--- src/rtl/mem_arbiter_if.sv ---
// Bundle of the core-side request ports and the memory-side access port of mem_arbiter.
// Ports: fetch channel (i_*), data channel (d_*), unified memory channel (mem_*).
// The slave modport is the arbiter's view; the master modport is the core/memory side.
interface mem_arbiter_if;
   // instruction fetch channel
   logic        i_req;
   logic [31:0] i_addr;
   logic        i_ack;
   logic [31:0] i_rdata;
   logic        i_err;
   // data channel
   logic        d_req;
   logic        d_rd_wr;
   logic [31:0] d_addr;
   logic [31:0] d_wdata;
   logic        d_ack;
   logic [31:0] d_rdata;
   logic        d_err;
   // memory channel
   logic        mem_req;
   logic [31:0] mem_addr;
   logic [31:0] mem_wdata;
   logic        mem_rd_wr;
   logic [31:0] mem_rdata;
   logic        mem_ready;

   modport slave (
      input  i_req, i_addr, d_req, d_rd_wr, d_addr, d_wdata, mem_rdata, mem_ready,
      output i_ack, i_rdata, i_err, d_ack, d_rdata, d_err,
             mem_req, mem_addr, mem_wdata, mem_rd_wr
   );

   modport master (
      output i_req, i_addr, d_req, d_rd_wr, d_addr, d_wdata, mem_rdata, mem_ready,
      input  i_ack, i_rdata, i_err, d_ack, d_rdata, d_err,
             mem_req, mem_addr, mem_wdata, mem_rd_wr
   );
endinterface

--- src/rtl/mem_arbiter.sv ---
// Round-robin arbiter sharing one single-ported memory between the fetch and data ports.
// Latency: grant edge -> mem_req next cycle; mem_ready edge -> one-cycle ack after it.
// Backpressure: requesters hold req until ack; a memory stall is cut off by a TIMEOUT watchdog.
// Ports: clk, reset (async, active-high) and bus (mem_arbiter_if.slave) carrying
// i_* fetch channel, d_* data channel and mem_* memory channel.
module mem_arbiter #(
   parameter int unsigned TIMEOUT    = 16,
   parameter logic [31:0] RESET_ADDR = 32'h80020000
) (
   input  logic clk,
   input  logic reset,
   mem_arbiter_if.slave bus
);

   typedef enum logic [1:0] {IDLE, BUSY_I, BUSY_D} state_t;

   localparam logic [7:0] WAIT_LIMIT = 8'(TIMEOUT - 1);

   state_t      state_q, state_d;
   logic        last_d_q, last_d_d;      // 1 when the data port was granted most recently
   logic [7:0]  wait_q, wait_d;
   logic        mem_req_q, mem_req_d;
   logic [31:0] mem_addr_q, mem_addr_d;
   logic [31:0] mem_wdata_q, mem_wdata_d;
   logic        mem_rd_wr_q, mem_rd_wr_d;
   logic        i_ack_q, i_ack_d, i_err_q, i_err_d;
   logic        d_ack_q, d_ack_d, d_err_q, d_err_d;
   logic [31:0] i_rdata_q, i_rdata_d, d_rdata_q, d_rdata_d;
   logic        i_elig, d_elig, grant_i, grant_d, expired;

   // A port still showing its ack this cycle has just been served and must not be re-granted.
   assign i_elig  = bus.i_req & ~i_ack_q;
   assign d_elig  = bus.d_req & ~d_ack_q;
   assign grant_i = i_elig & (~d_elig | last_d_q);
   assign grant_d = d_elig & ~grant_i;
   assign expired = (wait_q == WAIT_LIMIT);

   always_comb begin
      state_d     = state_q;
      last_d_d    = last_d_q;
      wait_d      = wait_q;
      mem_req_d   = mem_req_q;
      mem_addr_d  = mem_addr_q;
      mem_wdata_d = mem_wdata_q;
      mem_rd_wr_d = mem_rd_wr_q;
      i_ack_d     = 1'b0;
      i_err_d     = 1'b0;
      d_ack_d     = 1'b0;
      d_err_d     = 1'b0;
      i_rdata_d   = i_rdata_q;
      d_rdata_d   = d_rdata_q;
      case (state_q)
         IDLE: begin
            if (grant_i) begin
               mem_addr_d  = bus.i_addr;
               mem_wdata_d = 32'h0;
               mem_rd_wr_d = 1'b1;
               mem_req_d   = 1'b1;
               wait_d      = 8'h0;
               last_d_d    = 1'b0;
               state_d     = BUSY_I;
            end else if (grant_d) begin
               mem_addr_d  = bus.d_addr;
               mem_wdata_d = bus.d_wdata;
               mem_rd_wr_d = bus.d_rd_wr;
               mem_req_d   = 1'b1;
               wait_d      = 8'h0;
               last_d_d    = 1'b1;
               state_d     = BUSY_D;
            end
         end
         BUSY_I: begin
            if (bus.mem_ready) begin
               i_ack_d   = 1'b1;
               i_rdata_d = bus.mem_rdata;
               mem_req_d = 1'b0;
               state_d   = IDLE;
            end else if (expired) begin
               i_ack_d   = 1'b1;
               i_err_d   = 1'b1;
               i_rdata_d = 32'h0;
               mem_req_d = 1'b0;
               state_d   = IDLE;
            end else if (wait_q != 8'hFF) begin
               wait_d = wait_q + 8'd1;
            end
         end
         BUSY_D: begin
            if (bus.mem_ready) begin
               d_ack_d   = 1'b1;
               d_rdata_d = mem_rd_wr_q ? bus.mem_rdata : 32'h0;
               mem_req_d = 1'b0;
               state_d   = IDLE;
            end else if (expired) begin
               d_ack_d   = 1'b1;
               d_err_d   = 1'b1;
               d_rdata_d = 32'h0;
               mem_req_d = 1'b0;
               state_d   = IDLE;
            end else if (wait_q != 8'hFF) begin
               wait_d = wait_q + 8'd1;
            end
         end
         default: begin
            mem_req_d = 1'b0;
            state_d   = IDLE;
         end
      endcase
   end

   always_ff @(posedge clk or posedge reset) begin
      if (reset) begin
         state_q     <= IDLE;
         last_d_q    <= 1'b1;
         wait_q      <= 8'h0;
         mem_req_q   <= 1'b0;
         mem_addr_q  <= RESET_ADDR;
         mem_wdata_q <= 32'h0;
         mem_rd_wr_q <= 1'b1;
         i_ack_q     <= 1'b0;
         i_err_q     <= 1'b0;
         d_ack_q     <= 1'b0;
         d_err_q     <= 1'b0;
         i_rdata_q   <= 32'h0;
         d_rdata_q   <= 32'h0;
      end else begin
         state_q     <= state_d;
         last_d_q    <= last_d_d;
         wait_q      <= wait_d;
         mem_req_q   <= mem_req_d;
         mem_addr_q  <= mem_addr_d;
         mem_wdata_q <= mem_wdata_d;
         mem_rd_wr_q <= mem_rd_wr_d;
         i_ack_q     <= i_ack_d;
         i_err_q     <= i_err_d;
         d_ack_q     <= d_ack_d;
         d_err_q     <= d_err_d;
         i_rdata_q   <= i_rdata_d;
         d_rdata_q   <= d_rdata_d;
      end
   end

   assign bus.mem_req   = mem_req_q;
   assign bus.mem_addr  = mem_addr_q;
   assign bus.mem_wdata = mem_wdata_q;
   assign bus.mem_rd_wr = mem_rd_wr_q;
   assign bus.i_ack     = i_ack_q;
   assign bus.i_err     = i_err_q;
   assign bus.i_rdata   = i_rdata_q;
   assign bus.d_ack     = d_ack_q;
   assign bus.d_err     = d_err_q;
   assign bus.d_rdata   = d_rdata_q;

endmodule
--- src/flat_wrapper.sv ---
// flat-port wrapper written by rule: the top's interface ports become plain ports
module mem_arbiter_flat 
#(
   parameter int unsigned TIMEOUT    = 16,
   parameter logic [31:0] RESET_ADDR = 32'h80020000
)
  (clk, reset, bus_i_req, bus_i_addr, bus_d_req, bus_d_rd_wr, bus_d_addr, bus_d_wdata, bus_mem_rdata, bus_mem_ready, bus_i_ack, bus_i_rdata, bus_i_err, bus_d_ack, bus_d_rdata, bus_d_err, bus_mem_req, bus_mem_addr, bus_mem_wdata, bus_mem_rd_wr);
  mem_arbiter_if bus_i ();
  input  logic clk;
  input  logic reset;
  input wire logic [$bits(bus_i.i_req)-1:0] bus_i_req;
  input wire logic [$bits(bus_i.i_addr)-1:0] bus_i_addr;
  input wire logic [$bits(bus_i.d_req)-1:0] bus_d_req;
  input wire logic [$bits(bus_i.d_rd_wr)-1:0] bus_d_rd_wr;
  input wire logic [$bits(bus_i.d_addr)-1:0] bus_d_addr;
  input wire logic [$bits(bus_i.d_wdata)-1:0] bus_d_wdata;
  input wire logic [$bits(bus_i.mem_rdata)-1:0] bus_mem_rdata;
  input wire logic [$bits(bus_i.mem_ready)-1:0] bus_mem_ready;
  output wire logic [$bits(bus_i.i_ack)-1:0] bus_i_ack;
  output wire logic [$bits(bus_i.i_rdata)-1:0] bus_i_rdata;
  output wire logic [$bits(bus_i.i_err)-1:0] bus_i_err;
  output wire logic [$bits(bus_i.d_ack)-1:0] bus_d_ack;
  output wire logic [$bits(bus_i.d_rdata)-1:0] bus_d_rdata;
  output wire logic [$bits(bus_i.d_err)-1:0] bus_d_err;
  output wire logic [$bits(bus_i.mem_req)-1:0] bus_mem_req;
  output wire logic [$bits(bus_i.mem_addr)-1:0] bus_mem_addr;
  output wire logic [$bits(bus_i.mem_wdata)-1:0] bus_mem_wdata;
  output wire logic [$bits(bus_i.mem_rd_wr)-1:0] bus_mem_rd_wr;
  assign bus_i.i_req = bus_i_req;
  assign bus_i.i_addr = bus_i_addr;
  assign bus_i.d_req = bus_d_req;
  assign bus_i.d_rd_wr = bus_d_rd_wr;
  assign bus_i.d_addr = bus_d_addr;
  assign bus_i.d_wdata = bus_d_wdata;
  assign bus_i.mem_rdata = bus_mem_rdata;
  assign bus_i.mem_ready = bus_mem_ready;
  assign bus_i_ack = bus_i.i_ack;
  assign bus_i_rdata = bus_i.i_rdata;
  assign bus_i_err = bus_i.i_err;
  assign bus_d_ack = bus_i.d_ack;
  assign bus_d_rdata = bus_i.d_rdata;
  assign bus_d_err = bus_i.d_err;
  assign bus_mem_req = bus_i.mem_req;
  assign bus_mem_addr = bus_i.mem_addr;
  assign bus_mem_wdata = bus_i.mem_wdata;
  assign bus_mem_rd_wr = bus_i.mem_rd_wr;
  mem_arbiter #(.TIMEOUT(TIMEOUT), .RESET_ADDR(RESET_ADDR)) u_core (.clk(clk), .reset(reset), .bus(bus_i));
endmodule
--- config.mk ---
export PLATFORM = sky130hd
export DESIGN_NAME = mem_arbiter_flat
export DESIGN_NICKNAME = d
export VERILOG_FILES = /design/src/rtl/mem_arbiter_if.sv /design/src/rtl/mem_arbiter.sv /design/src/flat_wrapper.sv
export SDC_FILE = /design/constraint.sdc
export NUM_CORES = 1
export LEC_CHECK = 0
export BUFFER_PORTS_ARGS = -buffer_cell sky130_fd_sc_hd__buf_2
export CAP_MARGIN = 15
export CORE_MARGIN = 2
export CORE_UTILIZATION = 40
export DETAILED_ROUTE_END_ITERATION = 6
export PLACE_DENSITY = 0.7
export SYNTH_ARGS = -nofsm -noshare
export SYNTH_HDL_FRONTEND = slang
export SYNTH_SLANG_ARGS = --single-unit
--- constraint.sdc ---
create_clock -name clk -period 8.1 [get_ports clk]
set_clock_uncertainty 0.2 [all_clocks]
set_input_delay 0 -clock clk [delete_from_list [all_inputs] [get_ports clk]]
set_output_delay 0 -clock clk [all_outputs]
set_load 0.05 [all_outputs]
==> impl_metrics.env <==
export IMPL_portBuffers=267
export IMPL_post_route_cells_drive_above_1_share_pct=34.4
export IMPL_busiest_layer="met2"
export IMPL_syn_nets=665
export IMPL_finalSetupViolCount=0
export IMPL_layout_commonest_cell="buf_2"
export IMPL_antenna_found_initial=0
export IMPL_cts_sinks=145
export IMPL_ys_types=42
export IMPL_num_vias=5866
export IMPL_critical_path_endpoint_type="flip-flop"
export IMPL_tightest_slew_ns=0.924
export IMPL_cts_max_path_buffers=2
export IMPL_syn_area_um2=6020
export IMPL_layout_common_cells="buf_2 (267), dfrtp_1 (141), dlygate4sd3_1 (134)"
export IMPL_grt_pass1_wl_um=31000
export IMPL_synthCells=527
export IMPL_hold_class="in2async"
export IMPL_grt_start_max_net_pins=102
export IMPL_power_mw=4.35
export IMPL_ys_seq_area_share_pct=60.3
export IMPL_dieArea_um2=16100
export IMPL_drcViolationCount=0
export IMPL_tns_ns=0
export IMPL_num_nets_final=1049
export IMPL_powerDensity_nw_per_um2=459
export IMPL_grt_overflow=0
export IMPL_area_delta_synth_final_pct=57.3
export IMPL_clkTransAtPathRegs_ns=0.07
export IMPL_dpl_hpwl_um=11400
export IMPL_first_pass_iters=7
export IMPL_status="finished, final reports clean"
export IMPL_hold_ws_ns=0.00273
export IMPL_numCtsBuffers=17
export IMPL_fin_area_um2=9480
export IMPL_grt_use_met1_pct=30.4
export IMPL_post_cts_buffers=0
export IMPL_syn_avg_cell_area_um2=11.4
export IMPL_slew_violations=0
export IMPL_ant_nets=0
export IMPL_grt_pass1_vias=5980
export IMPL_finalWeightedCongestion=0.838
export IMPL_hold_violations=0
export IMPL_cts_resized=0
export IMPL_clock_root_buffer="clkbuf_16"
export IMPL_cellLeakagePower_nw=4.76
export IMPL_drt_wirelength_per_cell_um=17.8
export IMPL_n_antenna_cell=0
export IMPL_r2r_start="u_core.bus.i_ack"
export IMPL_met3_usage_pct=6.12
export IMPL_drv_cap=0
export IMPL_tritoncts="done"
export IMPL_synth_seq_cells=145
export IMPL_path_class="reg2reg"
export IMPL_setup_worst_path_start="u_core.bus.i_ack"
export IMPL_clock_latency_ns=0.41
export IMPL_start_kind="flip-flop"
export IMPL_period_share_pct=33.8
export IMPL_period_minus_slack_ns=2.74
export IMPL_avgViaCountPerCell=5.29
export IMPL_critPathMaxFanout=35
export IMPL_fmax_mhz=365
export IMPL_drt_iter0_drc=339
export IMPL_initial_core_util_pct=41.1
export IMPL_rows=44
export IMPL_place_area_um2=7410
export IMPL_htreeDepth=4
export IMPL_die_w_um=127
export IMPL_ys_warnings_count=0
export IMPL_worst_ep_arrival_time_ns=2.79
export IMPL_peakVddDrop_mv=0.344
export IMPL_slew_headroom_pct=38.4
export IMPL_worstPathRequired_ns=8.15
export IMPL_grt_total_usage_pct=24.5
export IMPL_rsz0062_at_grt="no"
export IMPL_met2_usage_pct=41.2
export IMPL_die_h_um=127
export IMPL_wirelength_um=19700
export IMPL_io_pins=268
export IMPL_core_um2=14600
layer usage:
metal	up-vias	wire, um
met4	0	549
met1	2832	7850
met2	322	9790
li1	2669	-
met3	43	1500
met5	-	0
metrics by stage:
step	util, %	cells	worst slack (ns)
finish	64.7	1108	5.36
global route	64.7	1108	5.13
CTS	64.0	1103	4.89
detailed placement	50.6	937	4.93
global placement	50.6	937	5.17
floorplan	-	527	4.01
sequential cells by signal, indices dropped and copies added (netlist names):
signal,cells
u_core.bus.d_ack,1
u_core.last_d_q,1
u_core.bus.mem_addr,32
u_core.bus.i_err,1
u_core.bus.mem_req,1
u_core.bus.i_rdata,32
u_core.bus.mem_rd_wr,1
u_core.state_q,2
u_core.bus.mem_wdata,32
u_core.bus.d_err,1
u_core.bus.d_rdata,32
u_core.bus.i_ack,1
u_core.wait_q,8
worst paths after layout:
kind                            depth (start not counted)  slack [ns]                      end
min in group clk                                        3        0.13  u_core.bus.mem_wdata[5]
worst max-delay path                                    6        5.36  u_core.bus.mem_addr[24]
worst min-delay path                                    3       0.003   u_core.bus.mem_addr[8]
max in group asynchronous                               5        6.61   u_core.bus.i_rdata[27]
worst min register to register                          2        0.28  u_core.bus.mem_addr[21]
worst max register to register                          6        5.36  u_core.bus.mem_addr[24]
worst max-delay path, cell delays in order (launching register included):
cell and delay, ns:
dfrtp_1 0.39, nor2b_1 0.29, o21a_2 0.22, buf_4 0.52, mux2i_1 0.30, dlygate4sd3_1 0.58
o21ai_0 0.08
synth_stat cells (all sizes together):
| library cell | count | area share (%) |
|---|---|---|
| or4 | 1 | 0.12 |
| nand2b | 4 | 0.54 |
| a32o | 1 | 0.17 |
| ha | 4 | 0.83 |
| a211oi | 1 | 0.12 |
| and4 | 1 | 0.15 |
| a311oi | 1 | 0.15 |
| nor3 | 2 | 0.17 |
| o32ai | 1 | 0.15 |
| clkbuf | 25 | 1.6 |
| a21oi | 2 | 0.23 |
| nand3 | 6 | 0.50 |
| o211ai | 4 | 0.50 |
| buf | 19 | 2.1 |
| nor2 | 9 | 0.60 |
| o21a | 1 | 0.12 |
| nor2b | 3 | 0.31 |
| mux2i | 32 | 5.3 |
| and3 | 1 | 0.10 |
| o21ai | 73 | 6.1 |
| a31oi | 1 | 0.10 |
| o211a | 1 | 0.17 |
| dfrtp | 141 | 59 |
| a311o | 1 | 0.17 |
| a21o | 1 | 0.12 |
| nand4 | 33 | 3.4 |
| a22o | 64 | 9.3 |
| nand2 | 39 | 2.4 |
| o22ai | 1 | 0.10 |
| inv | 38 | 2.4 |
| nor4 | 1 | 0.35 |
| dfstp | 4 | 1.7 |
| and2 | 5 | 0.52 |
| o31ai | 5 | 0.62 |
| o22a | 1 | 0.15 |
power breakdown:
group | leakage [nW] | switching [mW] | internal [mW]
Combinational | 2.61 | 1.67 | 0.600
Clock | 0.299 | 0.333 | 0.476
Sequential | 1.84 | 0.218 | 1.05
Total | 4.76 | 2.22 | 2.13
logic make-up (layout without fill, tap and decap cells):
logic type,count (synthesis),in the layout,share of synthesized area [%]
adder cells (fa/ha/maj),4,4,0.831
AO/OA/AOI/OAI,159,159,18.2
multiplexers,32,32,5.32
AND/OR/NAND/NOR,105,105,9.23
flip-flops,145,145,60.3
buffers and inverters,82,479,6.05
final cells by class:
class	instances	area (um2)
clock buffer	19	443
clock inverter	13	173
fill	1082	5170
inverter	38	148
multi-input combinational	300	2040
sequential	145	3630
tap	184	230
timing repair buffer	409	2810
repair_timing:
| item | in CTS | in global routing |
|---|---|---|
| setup endpoints to repair | 0 | 0 |
| endpoints found under the hold margin | 192 | 0 |
| hold buffers | 134 | 0 |
No activity file was read; power rests on OpenSTA's default activity.
